**src/rtl/serial_tx_pkg.sv**
```systemverilog
// serial_tx_pkg: state encoding and line levels shared by the serial transmitter.
// SERIAL_TX_PARITY_EN adds the PARITY state.
package serial_tx_pkg;

    typedef enum logic [2:0] {
        IDLE   = 3'd0,
        START  = 3'd1,
        DATA   = 3'd2,
        STOP   = 3'd3
`ifdef SERIAL_TX_PARITY_EN
        ,
        PARITY = 3'd4
`endif
    } state_e;

    localparam logic LINE_IDLE = 1'b1;
    localparam logic START_BIT = 1'b0;

endpackage

```
**src/rtl/serial_tx_if.sv**
```systemverilog
// serial_tx_if: parallel load side and serial line outputs of the transmitter.
interface serial_tx_if #(parameter int WIDTH = 8) ();

    logic [WIDTH-1:0] data;
    logic             load;
    logic             q;
    logic             busy;
    logic             done;

    modport master (output data, load, input q, busy, done);
    modport slave  (input data, load, output q, busy, done);

endinterface

```
**src/rtl/serial_tx_shift_reg.sv**
```systemverilog
// tx_shift_reg: loadable right-shift register with zero fill; ld wins over sh.
module tx_shift_reg #(
    parameter int WIDTH = 8
) (
    input  logic             c,
    input  logic             r,
    input  logic             ld,
    input  logic             sh,
    input  logic [WIDTH-1:0] d,
    output logic             lsb
);

    logic [WIDTH-1:0] sr_q, sr_d;

    always_comb begin
        sr_d = ld ? d : sh ? {1'b0, sr_q[WIDTH-1:1]} : sr_q;
    end

    always_ff @(posedge c) begin
        sr_q <= r ? '0 : sr_d;
    end

    assign lsb = sr_q[0];

endmodule

```
**src/rtl/serial_tx.sv**
```systemverilog
// serial_tx: start bit, WIDTH data bits LSB first, stop bit; back-to-back loads accepted in STOP.
// Define SERIAL_TX_PARITY_EN to insert an even-parity bit before the stop bit.
module serial_tx
    import serial_tx_pkg::*;
#(
    parameter int WIDTH = 8
) (
    input  logic       c,
    input  logic       r,
    serial_tx_if.slave tx
);

    localparam int              CW   = $clog2(WIDTH);
    localparam logic [CW-1:0]   LAST = CW'(WIDTH - 1);

    state_e        state_q, state_d;
    logic [CW-1:0] cnt_q, cnt_d;
    logic          accept, last, lsb;

    assign accept = tx.load && (state_q == IDLE || state_q == STOP);
    assign last   = cnt_q == LAST;

    tx_shift_reg #(.WIDTH(WIDTH)) u_sr (
        .c   (c),
        .r   (r),
        .ld  (accept),
        .sh  (state_q == DATA),
        .d   (tx.data),
        .lsb (lsb)
    );

    always_comb begin
        state_d = state_q;
        cnt_d   = cnt_q;
        case (state_q)
            IDLE:  state_d = accept ? START : IDLE;
            START: begin
                state_d = DATA;
                cnt_d   = '0;
            end
            DATA: begin
                cnt_d = last ? cnt_q : cnt_q + 1'b1;
`ifdef SERIAL_TX_PARITY_EN
                state_d = last ? PARITY : DATA;
`else
                state_d = last ? STOP : DATA;
`endif
            end
`ifdef SERIAL_TX_PARITY_EN
            PARITY: state_d = STOP;
`endif
            STOP:  state_d = accept ? START : IDLE;
            default: state_d = IDLE;
        endcase
    end

    always_ff @(posedge c) begin
        state_q <= r ? IDLE : state_d;
        cnt_q   <= r ? '0 : cnt_d;
    end

`ifdef SERIAL_TX_PARITY_EN
    logic par_q, par_d;

    always_comb begin
        par_d = state_q == START ? 1'b0 : state_q == DATA ? par_q ^ lsb : par_q;
    end

    always_ff @(posedge c) begin
        par_q <= r ? 1'b0 : par_d;
    end

    assign tx.q = state_q == START  ? START_BIT :
                  state_q == DATA   ? lsb :
                  state_q == PARITY ? par_q : LINE_IDLE;
`else
    assign tx.q = state_q == START ? START_BIT :
                  state_q == DATA  ? lsb : LINE_IDLE;
`endif

    assign tx.busy = state_q != IDLE;
    assign tx.done = state_q == STOP;

endmodule

```
**src/flat_wrapper.sv**
```systemverilog
// flat-port wrapper written by rule: the top's interface ports become plain ports
module serial_tx_flat import serial_tx_pkg::*;
#(
    parameter int WIDTH = 8
)
  (c, r, tx_data, tx_load, tx_q, tx_busy, tx_done);
  serial_tx_if #(.WIDTH(WIDTH)) tx_i ();
  input  logic c;
  input  logic r;
  input wire logic [$bits(tx_i.data)-1:0] tx_data;
  input wire logic [$bits(tx_i.load)-1:0] tx_load;
  output wire logic [$bits(tx_i.q)-1:0] tx_q;
  output wire logic [$bits(tx_i.busy)-1:0] tx_busy;
  output wire logic [$bits(tx_i.done)-1:0] tx_done;
  assign tx_i.data = tx_data;
  assign tx_i.load = tx_load;
  assign tx_q = tx_i.q;
  assign tx_busy = tx_i.busy;
  assign tx_done = tx_i.done;
  serial_tx #(.WIDTH(WIDTH)) u_core (.c(c), .r(r), .tx(tx_i));
endmodule
```
**config.mk**
```make
export PLATFORM = sky130hd
export DESIGN_NAME = serial_tx_flat
export DESIGN_NICKNAME = d
export VERILOG_FILES = /design/src/rtl/serial_tx_pkg.sv /design/src/rtl/serial_tx_if.sv /design/src/rtl/serial_tx_shift_reg.sv /design/src/rtl/serial_tx.sv /design/src/flat_wrapper.sv
export SDC_FILE = /design/constraint.sdc
export NUM_CORES = 1
export LEC_CHECK = 0
export CAP_MARGIN = 20
export CORE_UTILIZATION = 47
export CTS_CLUSTER_SIZE = 16
export DETAILED_ROUTE_END_ITERATION = 16
export PLACE_DENSITY_LB_ADDON = 0.12
export SETUP_SLACK_MARGIN = 0.3
export SLEW_MARGIN = 20
export SYNTH_ARGS = -nofsm -noshare
export SYNTH_HDL_FRONTEND = slang
export SYNTH_HIERARCHICAL = 1
export SYNTH_SLANG_ARGS = --single-unit
```
**constraint.sdc**
```tcl
create_clock -name c -period 1.9 [get_ports c]
set_input_delay 0.57 -clock c [delete_from_list [all_inputs] [get_ports c]]
set_output_delay 0.57 -clock c [all_outputs]
set_load 0.02 [all_outputs]
```
; Yosys cells after proc, flatten, opt, wreduce, memory -nomap -nowiden
; Index checks and enable logic that the tools add are counted.
[word_totals]
reg_bits = 14
in_bits = 11
out_inout_bits = 3
elab_cells = 26
[op_classes]
addsub = 1
n_eq_ne = 5
muxes = 9
reduce_logical = 8
[op_table]
columns = op, n
row1 = $mux W8, 2
row2 = $pmux W3 S3, 1
row3 = $eq A3 B2 Y1 const B, 2
row4 = $pmux W3 S2, 1
row5 = $mux W1, 4
row6 = $reduce_bool A2 Y1, 2
row7 = $add A3 B1 Y3 const B, 1
row8 = $eq A3 B1 Y1 const B, 1
row9 = $eq A3 B3 Y1 const B, 1
row10 = $logic_not A3 Y1, 1
row11 = $mux W3, 1
row12 = $reduce_bool A3 Y1, 1
row13 = $ne A2 B2 Y1 const B, 1
row14 = $reduce_and A2 Y1, 1
row15 = $reduce_or A2 Y1, 1
row16 = $logic_and A1 B1 Y1, 1
row17 = $logic_or A1 B1 Y1, 1

; Depth between registers and ports, before layout
; Gate-level depths: netlist (run 1).
[depth]
word_depth = 5
mapped_depth = 5

; By module
; The synthesis (run 1) kept the hierarchy.
[modules_own_cells]
columns = module, n_inst, cells_per_inst, area_per_inst_um2, seq_area_each_um2
row1 = tx_shift_reg, 1, 35, 369.1, 160.2
row2 = serial_tx, 1, 32, 280.3, 100.1

; Worst setup path before layout (run 1)
; Ideal clock, no wire load.
[synth_timing]
path_type = reg2out
startpoint = register u_core.state_q[0]
endpoint = output port tx_q
arrival_time_ns = 0.995
setup_slack_ns = 0.335
stages_incl_launch_ff = 4
n_path_buf = 0
cell_sequence = dfxtp_1 > inv_1 > ha_1 > a21oi_1
[synth_via]
elab_chain_cells = 3
elab_cells_between_ends = 4
[synth_rtl]
columns = item, line
row1 = "start, declared", serial_tx.sv:16  ; state_e state_q, state_d;
row2 = "start signal, assigned", serial_tx.sv:58  ; state_q <= r ? IDLE : state_d;
row3 = $eq A3 B2 Y1, serial_tx.sv:78  ; state_q == DATA ? lsb : LINE_IDLE;
row4 = $mux W1, serial_tx.sv:78
row5 = $mux W1 *, serial_tx.sv:77  ; assign tx.q = state_q == START ? START_BIT :
row6 = "end, declared", flat_wrapper.sv:12  ; output wire logic [$bits(tx_i.q)-1:0] tx_q;
; Every way passes the cells marked *; elsewhere a longest branch is shown, timed or not.

; Worst setup path in the final report (run 1)
[layout_timing]
startpoint = register u_core.state_q[1]
endpoint = output port tx_q
; The elaborated chain is that of the path after synthesis.

==> metrics.md, run 1 <==
| Metric | Value |
|---|---|
| Vias in the first global route | approximately 450 |
| Chip width | 39.2 um |
| Crit path kind | reg2out |
| CP max stage cell | dfxtp_4 |
| Status | complete, no violations |
| Final worst path period share | roughly 87% |
| ANT cells | 0 |
| Global Route Usage Sum | around a fifth |
| Max stage delay on crit path | between 0.3 and 0.4 ns |
| Root buf cell | clkbuf_4 |
| Vias per cell | around 5.2 |
| Max Cap Viol | 0 |
| Distinct cells, synth | 16 |
| Area leader, netlist | dfxtp_1 |
| Most frequent cells in the layout | dfxtp_1 (11), clkdlybuf4s50_1 (10), nor2b_1 (8) |
| Nets | roughly 100 |
| Core ar. | about 0.0013 mm2 |
| CP top delay family | flip-flops |
| RSZ-0062 raised after global routing | yes |
| Max-slew violation count | 0 |
| Worst r2r src | u_core/state_q[0]$_SDFF_PP0_ |
| Synth Area per Inst | between 9 and 10 um2 |
| Startpoint types | flop |
| Io pins | 14 |
| Via count | approximately 520 |
| First-pass GRT wire length | about 1900 um |
| Multi-input gate area in the final layout | about 380 um2 |
| Htree depth | 1 |
| PortBufs | 13 |
| Post-Syn Area | approximately 650 um2 |
| CTS tree | built |
| Tot Pwr | 0.657 mW |
| P per Cell Area | ~760 mW/mm2 |
| Placer Congestion | ~0.67 |
| Final wirelength | between 1000 and 1500 um |
| Crit path time final | 1.66 ns |
| Max Clk Rate | approximately 600 MHz |
| Hpwl dp | ~830 um |
| Maximum vdd drop | around 0.4 mV |
| Yosys top cell area share | around two fifths |
| Mapped Cells | 67 |
| WL/cell | 11.5 um |
| Mapped Nets | 84 |
| Final setup viols | 0 |
| Synth top area cells | dfxtp_1 (40%), ha_1 (12%), mux2i_1 (11%), nor2b_1 (8.7%), a211oi_1 (8.1%) |
| 1st-iter DRT viols | 8 |
| Critical path capture point type | output pin |
| Slew HR | about two thirds |
| Die height | 39.2 um |
| Routed Antenna Nets | 0 |
| Fin. Hold Viols | 0 |
| Site row count | 13 |
| FF-to-FF setup slack | approximately 0.48 ns |
| Worst Path Buf+Inv | 2 |
| Largest net degree at the start of global routing | 14 |
| Register area | approximately 270 um2 |
| Fill cells | 118 |
| Crit-path cells | inv_2 -> ha_4 -> a21oi_2 -> buf_4 |
| Count of state elements after synthesis | 13 |
| Placed Cells | 96 |
| Sequential fraction of the synthesis area | approximately 40% |
| Critical Path AT | approximately 1.1 ns |
| CP Max Fanout | 3 |
| Hold WC Path Type | reg2reg |
| Die ar. | between 0.0015 and 0.002 mm2 |
| P_leak | roughly 0.34 nW |
| Reg clk slew, reported paths | ~0.07 ns |
| CP Data Required Time | roughly 1.3 ns |
| CP Launch Point | u_core/state_q[1]$_SDFF_PP0_ |
| Least-Margin Pin Slew | about 0.47 ns |
| Worst skew pair latency | 0.26 ns |
| Initial Utilization | between 50% and 60% |
| Commonest non-fill, non-tap cell in the layout | dfxtp_1 |
| Hold Startpoint | u_core/cnt_q[2]$_SDFFE_PP0P_ |
| Clock Path Buffers | 2 |
| Ys Warns | 6 |
| Share of layout cells above drive strength 1 | between 20 and 25% |
| Remaining DRCs | 0 |
| Worst Clk Skew | between 0.0007 and 0.0008 ns |
| Fin cells | 100 |
| Clock sink count | 13 |
| Total CTS buffers | 3 |
| Grt ovf | 0 |
| 1st-pass router iterations | 4 |
| Area growth from synthesis to layout | 32.6% |
| Initial antenna violation count | 0 |
-- layer usage --
layer	vias up	part of all wire, %	global-route usage, %
li1	266	-	-
met1	246	48	26.2
met2	10	48	27.9
met3	2	3.4	3.47
met4	0	0.44	7.76
met5	-	0	0
-- state kept, by name, summed over array words and instances (netlist names) --
| signal | flops |
|---|---|
| u_core/cnt_q | 3 |
| u_core/u_sr/sr_q | 8 |
| u_core/state_q | 2 |
-- worst min-delay path, delay by kind of cell (launching register included) --
family / cells / cell delay, ns
DFF: 1 / 0.32
AOI/OAI and AO/OA: 2 / 0.13
-- synthesized netlist by cell type --
cell / n
nand2b_1: 1
inv_1: 5
and2b_2: 1
a211oi_1: 7
clkdlybuf4s18_2: 1
nand2_1: 3
ha_1: 6
or3b_1: 1
dfxtp_1: 13
o21ai_1: 3
nor2_1: 3
nor2b_1: 9
and2_4: 1
a21oi_1: 5
buf_6: 1
mux2i_1: 7
-- cell families (layout without fill, tap and decap cells) --
logic type,Yosys count,in the layout,share of synthesized area (%)
adders and majority gates,6,6,11.6
and+or+nand+nor,19,19,17.1
buffers and inverters,7,25,6.17
AOI/OAI and AO/OA,15,15,14.3
muxes,7,7,10.8
DFF,13,13,40.1
-- worst paths after layout --
check | to | cells after the start
setup reg to reg | u_core/u_sr/sr_q[0]$_SDFFE_PP0P_ | 5
hold / removal | u_core/cnt_q[2]$_SDFFE_PP0P_ | 2
hold reg to reg | u_core/cnt_q[2]$_SDFFE_PP0P_ | 2
setup / recovery | tx_q | 4
-- power by group --
| group | switching (mW) | total, mW | internal, mW |
|---|---|---|---|
| registers | 0.0196 | 0.321 | 0.301 |
| logic | 0.0821 | 0.175 | 0.0928 |
| clock network | 0.0806 | 0.162 | 0.0811 |
-- metrics by stage --
stage	TNS, ns	instance area, um2	worst slack [ns]	hold WS, ns	util, %
2_1_floorplan	0	649	0.335	0.452	-
3_3_place_gp	0	800	0.00322	0.468	62.2
3_5_place_dp	-0.0464	800	-0.0464	0.481	62.2
4_1_cts	0	843	0.223	0.492	65.6
5_1_grt	0	861	0.185	0.523	67.0
6_report	0	861	0.240	0.487	67.0
-- repair_timing --
action,CTS,global route
buffers inserted,0,0
setup endpoints to repair,3,7
resized for setup,24,4
hold buffers,0,0
pin swaps,2,1
-- final cells by class --
class	instances	share of cell area (%)
clock buffers	4	3.05
inverters	5	2.47
multi-input cells	47	44.2
flip-flops and latches	13	31.1
well taps	15	2.18
repair buffers	16	17.0
No activity file was read; power rests on OpenSTA's default activity.
==> run 2, diff against run 1 <==
CORE_ASPECT_RATIO = 1.1   (was default)
CORE_UTILIZATION = 49   (was 47)
SKIP_LAST_GASP = 1   (was default)
SYNTH_HIERARCHICAL = default   (was 1)
==> metrics.md, run 2 <==
| Metric | Value |
|---|---|
| Status | complete, no violations |
| Asr flop ratio synth | 0% (unchanged) |
| Post-synth EDFFs | 0 (unchanged) |
| Synth top area cells | dfxtp_1 (35%), a211oi_2 (12%), ha_1 (12%), mux2i_1 (11%), a221oi_4 (3.5%) |
| Max Cap Viol | 0 (unchanged) |
| Fin. Hold Viols | 0 (unchanged) |
| Vias in the first global route | 501 (+11%) |
| Sequential fraction of the synthesis area | 35.1% (-5.0 points) |
| Largest Register | u_core.u_sr.sr_q |
| Startpoint types | flop |
| Crit path kind | reg2out |
| CP Launch Point | u_core.state_q[1]$_SDFF_PP0_ |
| Worst Clk Skew | 0.00907 ns (+0.00837 ns) |
| Worst skew pair latency | 0.28 ns (+0.02 ns) |
| Nets | 107 (+3.9%) |
| Via count | 535 (+2.1%) |
| Design area | 958 um2 (+11%) |
| Count of state elements after synthesis | 13 (unchanged) |
| Most frequent cells in the layout | dfxtp_1 (11), clkdlybuf4s50_1 (10), mux2i_1 (8) |
| Critical path capture point type | output pin |
| Global Route Usage Sum | 18.3% (-0.46 points) |
| Initial Utilization | 53.6% (+3.1 points) |
| Least-Margin Pin Slew | 0.262 ns (-0.211 ns) |
| Routed Antenna Nets | 0 (unchanged) |
| Initial antenna violation count | 0 (unchanged) |
| Clock Path Buffers | 2 (unchanged) |
| Remaining DRCs | 0 (unchanged) |
| Root buf cell | clkbuf_4 |
| Most instantiated cells after synthesis | dfxtp_1 (13), mux2i_1 (8), a211oi_2 (7), ha_1 (7), nor2_1 (7) |
| Critical Path AT | 1.11 ns (+0.02 ns) |
| Commonest non-fill, non-tap cell in the layout | dfxtp_1 |
| Die ar. | 0.00167 mm2 (+9.1%) |
| Site row count | 14 (+1) |
| Hpwl dp | 856 um (+3.1%) |
| Top FF cell, synth | dfxtp_1 |
| Crit-path cells | inv_4 -> ha_4 -> a21oi_4 -> buf_6 |
| CP Max Fanout | 3 (unchanged) |
| Vias per cell | 5.14 (-1.8%) |
| Share of layout cells above drive strength 1 | 36.4% (+14 points) |
| Largest net degree at the start of global routing | 17 (+3) |
| Max-slew violation count | 0 (unchanged) |
| Area growth from synthesis to layout | 29.2% |
| Final setup viols | 0 (unchanged) |
| Grt ovf | 0 (unchanged) |
| Placer Congestion | 0.736 (+10%) |
| Yosys top cell area share | 35.1% (-5.0 points) |
| Final worst path period share | 88.2% (+0.77 points) |
| Hold WC Path Type | reg2reg |
| Ys Warns | 0 (-6) |
| Reg clk slew, reported paths | 0.08 ns (about the same) |
| PortBufs | 13 (unchanged) |
| WL/cell | 12.5 um (+9.3%) |
| Post-Syn Area | 742 um2 (+14%) |
| Die height | 42.8 um (+9.3%) |
| Final wirelength | 1300 um (+14%) |
| Hold Startpoint | u_core.cnt_q[1]$_SDFFE_PP0P_ |
| Post-CTS Hold Fix Bufs | 0 (unchanged) |
| Slew HR | 82.5% (+14 points) |
| Core ar. | 0.00138 mm2 (+7.7%) |
| Io pins | 14 (unchanged) |
| Max stage delay on crit path | 0.39 ns (about the same) |
| Synth Area per Inst | 10.6 um2 (+9.4%) |
| Top Registers | u_core.u_sr.sr_q (8), u_core.cnt_q (3), u_core.state_q (2) |
| Mapped Nets | 88 (+4.8%) |
| RSZ-0062 raised after global routing | yes |
| Maximum vdd drop | 0.456 mV (+14%) |
| Area leader, netlist | dfxtp_1 |
| Worst r2r src | u_core.state_q[0]$_SDFF_PP0_ |
| Number of flip-flops in the largest register | 8 (unchanged) |
| CTS tree | built |
| ANT cells | 0 (unchanged) |
| Distinct cells, synth | 19 (+3) |
| Mapped Cells | 70 (+4.5%) |
| CP Data Required Time | 1.33 ns (about the same) |
| First-pass GRT wire length | 2060 um (+7.6%) |
| 1st-pass router iterations | 3 (-1) |
| Max Clk Rate | 597 MHz (-0.87%) |
| Chip width | 39.1 um (-0.18%) |
| Clock sink count | 13 (unchanged) |
| Fin cells | 104 (+4.0%) |
| 1st-iter DRT viols | 3 (-5) |
| CP max stage cell | dfxtp_4 |
| Most frequent cell after synthesis | dfxtp_1 |
| Placed inst area | 882 um2 (+10%) |
| Hold_ws | 0.485 ns (-0.00240 ns) |
| Placed Cells | 99 (+3.1%) |
| Total CTS buffers | 3 (unchanged) |
| P_leak | 0.370 nW (+9.6%) |
| Htree depth | 1 (unchanged) |
| Crit path time final | 1.68 ns (+0.0146 ns) |
| P per Cell Area | 779 mW/mm2 (+2.0%) |
-- run 2: cell type report --
type	instances	area (um2)
fillers	108	425
inverters	5	21.3
clock buffers	3	22.5
repair buffers	18	171
clock inverters	1	5.00
flip-flops and latches	13	268
well taps	16	20.0
multi-input cells	48	450
-- run 2: critical path: cells and delay by family (launching register included) --
| kind | cells | cell delay (ns) |
|---|---|---|
| flops | 1 | 0.39 |
| compound gates | 1 | 0.11 |
| buf+inv | 2 | 0.18 |
| fa+ha+maj | 1 | 0.16 |
-- run 2: cells by family (layout without fill, tap and decap cells) --
| logic type | after synthesis | in the layout | synth area share, % |
|---|---|---|---|
| fa+ha+maj | 7 | 7 | 11.8 |
| compound gates | 15 | 15 | 20.1 |
| mux | 8 | 8 | 10.8 |
| flops | 13 | 13 | 35.1 |
| simple gates | 18 | 18 | 12.8 |
| buf+inv | 9 | 27 | 9.44 |
-- run 2: metal layers --
layer	GRT usage, %	part of all wire (%)	up-vias
met2	31.0	48	12
met3	4.71	4.5	4
met1	19.7	45	246
met5	0	0	-
met4	10.3	2.0	0
li1	-	-	273
-- run 2: per-stage QoR --
stage	TNS [ns]	worst slack [ns]	power [mW]	util, %
floorplan	0	0.326	0.511	-
global placement	-0.0317	-0.0317	0.556	63.7
detailed placement	-0.0640	-0.0640	0.556	63.7
CTS	0	0.207	0.744	68.4
global route	0	0.185	0.790	69.3
finish	0	0.225	0.746	69.3
-- run 2: where the power goes --
part / internal [mW] / switching (mW) / total (mW)
logic: 0.126 / 0.121 / 0.246
registers: 0.305 / 0.0222 / 0.327
clock network: 0.0781 / 0.0944 / 0.172
total: 0.509 / 0.237 / 0.746
-- run 2: repair_timing --
item	in CTS	in global routing
hold endpoints to repair	0	0
pin swaps	2	0
buffers inserted	0	1
setup endpoints to repair	3	3
resized for setup	28	3
-- run 2: path summary, 6_finish.rpt --
check / end / slack [ns] / cells past startpoint
max: tx_q / 0.22 / 4
max reg2reg: u_core.cnt_q[0]$_SDFFE_PP0P_ / 0.52 / 6
min reg2reg: u_core.cnt_q[1]$_SDFFE_PP0P_ / 0.48 / 2
min: u_core.cnt_q[1]$_SDFFE_PP0P_ / 0.48 / 2
==> run 3, diff against run 2 <==
PLACE_DENSITY = 0.84   (was default)
PLACE_DENSITY_LB_ADDON = default   (was 0.12)
==> metrics.md, run 3 (synthesis results as in run 2) <==
| Metric | Value |
|---|---|
| Critical path capture point type | output pin |
| Area growth from synthesis to layout | 29.3% |
| Number of flip-flops in the largest register | 8 (unchanged) |
| Most frequent cells in the layout | dfxtp_1 (11), clkdlybuf4s50_1 (10), mux2i_1 (8) |
| Tot Pwr | 0.754 mW (+1.1%) |
| Global Route Usage Sum | 19.6% (+1.3 points) |
| Crit path time final | 1.70 ns (+0.0214 ns) |
| P_leak | 0.368 nW (-0.66%) |
| Fin. Hold Viols | 0 (unchanged) |
| Least-Margin Pin Slew | 0.247 ns (-0.0153 ns) |
| Critical path's most frequent cell | buf_6 |
| Crit-path cells | inv_4 -> buf_6 -> ha_4 -> inv_2 -> buf_6 |
| Worst Clk Skew | 0.00186 ns (-0.00722 ns) |
| Commonest non-fill, non-tap cell in the layout | dfxtp_1 |
| Remaining DRCs | 0 (unchanged) |
| Initial antenna violation count | 0 (unchanged) |
| RSZ-0062 raised after global routing | yes |
| 1st-pass router iterations | 5 (+2) |
| Via count | 540 (+0.93%) |
| Clock Path Buffers | 2 (unchanged) |
| CTS tree | built |
| Worst skew pair latency | 0.28 ns (about the same) |
| Clock sink count | 13 (unchanged) |
| Vias in the first global route | 547 (+9.2%) |
| Core ar. | 0.00138 mm2 (unchanged) |
| Hold WC Path Type | reg2reg |
| Crit path kind | reg2out |
| Die ar. | 0.00167 mm2 (unchanged) |
| Hold_ws | 0.481 ns (-0.00365 ns) |
| Placer Congestion | 0.665 (-9.6%) |
| Max Cap Viol | 0 (unchanged) |
| Total CTS buffers | 3 (unchanged) |
| Share of layout cells above drive strength 1 | 34.5% (-1.9 points) |
| Design area | 960 um2 (+0.13%) |
| Reg clk slew, reported paths | 0.08 ns (about the same) |
| Htree depth | 1 (unchanged) |
| Chip width | 39.1 um (unchanged) |
| Grt ovf | 0 (unchanged) |
| ANT cells | 0 (unchanged) |
| Routed Antenna Nets | 0 (unchanged) |
| Final worst path period share | 89.3% (+1.1 points) |
| Critical Path AT | 1.13 ns (+0.02 ns) |
| Status | complete, no violations |
| Setup tns final | 0 ns (unchanged) |
| Worst Path Buf+Inv | 4 (+2) |
| Nets | 106 (-0.93%) |
| WL/cell | 12.7 um (+1.1%) |
| Maximum vdd drop | 0.493 mV (+8.1%) |
| Root buf cell | clkbuf_4 |
| Placed inst area | 882 um2 (unchanged) |
| First-pass GRT wire length | 2210 um (+7.3%) |
| Largest Register | u_core.u_sr.sr_q |
| Slew HR | 83.5% (+1.0 points) |
| CP Data Required Time | 1.33 ns (about the same) |
| CP top delay family | flip-flops |
| CP Max Fanout | 4 (+1) |
| Final setup viols | 0 (unchanged) |
| Max stage delay on crit path | 0.39 ns (about the same) |
| Place WS | -0.109 ns (-0.0447 ns) |
| Hpwl dp | 997 um (+16%) |
| Vias per cell | 5.24 (+1.9%) |
| Largest net degree at the start of global routing | 17 (unchanged) |
| Worst Slack Setup Final | 0.204 ns (-0.0214 ns) |
| CP max stage cell | dfxtp_4 |
| Startpoint types | flop |
| Final wirelength | 1300 um (+0.15%) |
| P per Cell Area | 786 mW/mm2 (+0.92%) |
| Max-slew violation count | 0 (unchanged) |
| Top Registers | u_core.u_sr.sr_q (8), u_core.cnt_q (3), u_core.state_q (2) |
| Io pins | 14 (unchanged) |
| 1st-iter DRT viols | 1 (-2) |
| Fill cells | 103 (-4.6%) |
| Max Clk Rate | 589 MHz (-1.3%) |
| Die height | 42.8 um (unchanged) |
| PortBufs | 13 (unchanged) |
| Site row count | 14 (unchanged) |
| Initial Utilization | 53.6% (unchanged) |
## run 3: cell count changes in the layout (fill, tap and decap cells not counted), sizes merged
cell,delta
clkbuf,+1
buf,-1
clkinv,-1
## run 3: layout make-up
cell class / count / area (um2) / area share [%]
clock buffers: 4 / 26.3 / 2.74
multi-input cells: 48 / 460 / 48.0
inverters: 5 / 23.8 / 2.48
repair buffers: 17 / 161 / 16.8
well taps: 16 / 20.0 / 2.09
flip-flops and latches: 13 / 268 / 27.9
## run 3: worst paths after layout
path,endpoint,depth (start not counted),startpoint,slack [ns]
setup / recovery,tx_busy,5,u_core.state_q[0]$_SDFF_PP0_,0.20
hold / removal,u_core.cnt_q[2]$_SDFFE_PP0P_,2,u_core.cnt_q[2]$_SDFFE_PP0P_,0.48
setup reg to reg,u_core.u_sr.sr_q[7]$_SDFFE_PP0P_,6,u_core.state_q[0]$_SDFF_PP0_,0.47
hold reg to reg,u_core.cnt_q[2]$_SDFFE_PP0P_,2,u_core.cnt_q[2]$_SDFFE_PP0P_,0.48
## run 3: report_power, final
part	switching (mW)	leakage, nW	internal [mW]
Clock	0.0949	0.0150	0.0817
Combinational	0.120	0.245	0.129
Sequential	0.0238	0.108	0.305
Total	0.239	0.368	0.515
## run 3: metrics by stage
stage / instances / util [%]
global placement: 99 / 63.7
finish: 103 / 69.3
detailed placement: 99 / 63.7
CTS: 103 / 69.2
global route: 103 / 69.3
floorplan: 70 / -
## run 3: metal layers
| layer | GRT usage, % | vias to the layer above | part of all wire, % |
|---|---|---|---|
| met4 | 14.5 | 0 | 2.2 |
| met3 | 3.14 | 3 | 3.0 |
| met1 | 21.4 | 248 | 41 |
| met2 | 32.3 | 11 | 53 |
| li1 | - | 278 | - |
| met5 | 0 | - | 0 |
## run 3: timing repair
| action | in CTS | in global routing |
|---|---|---|
| gates resized for setup | 31 | 1 |
| pin swaps | 3 | 0 |
| endpoints found under the setup margin | 3 | 3 |
| hold buffers | 0 | 0 |
| gates cloned | 0 | 0 |
| setup buffers | 0 | 0 |
## run 3: worst min-delay path, stage by stage, from the launching register on
cell     delay (ns)
dfxtp_1        0.32
o21ai_0        0.07
a21oi_1        0.06
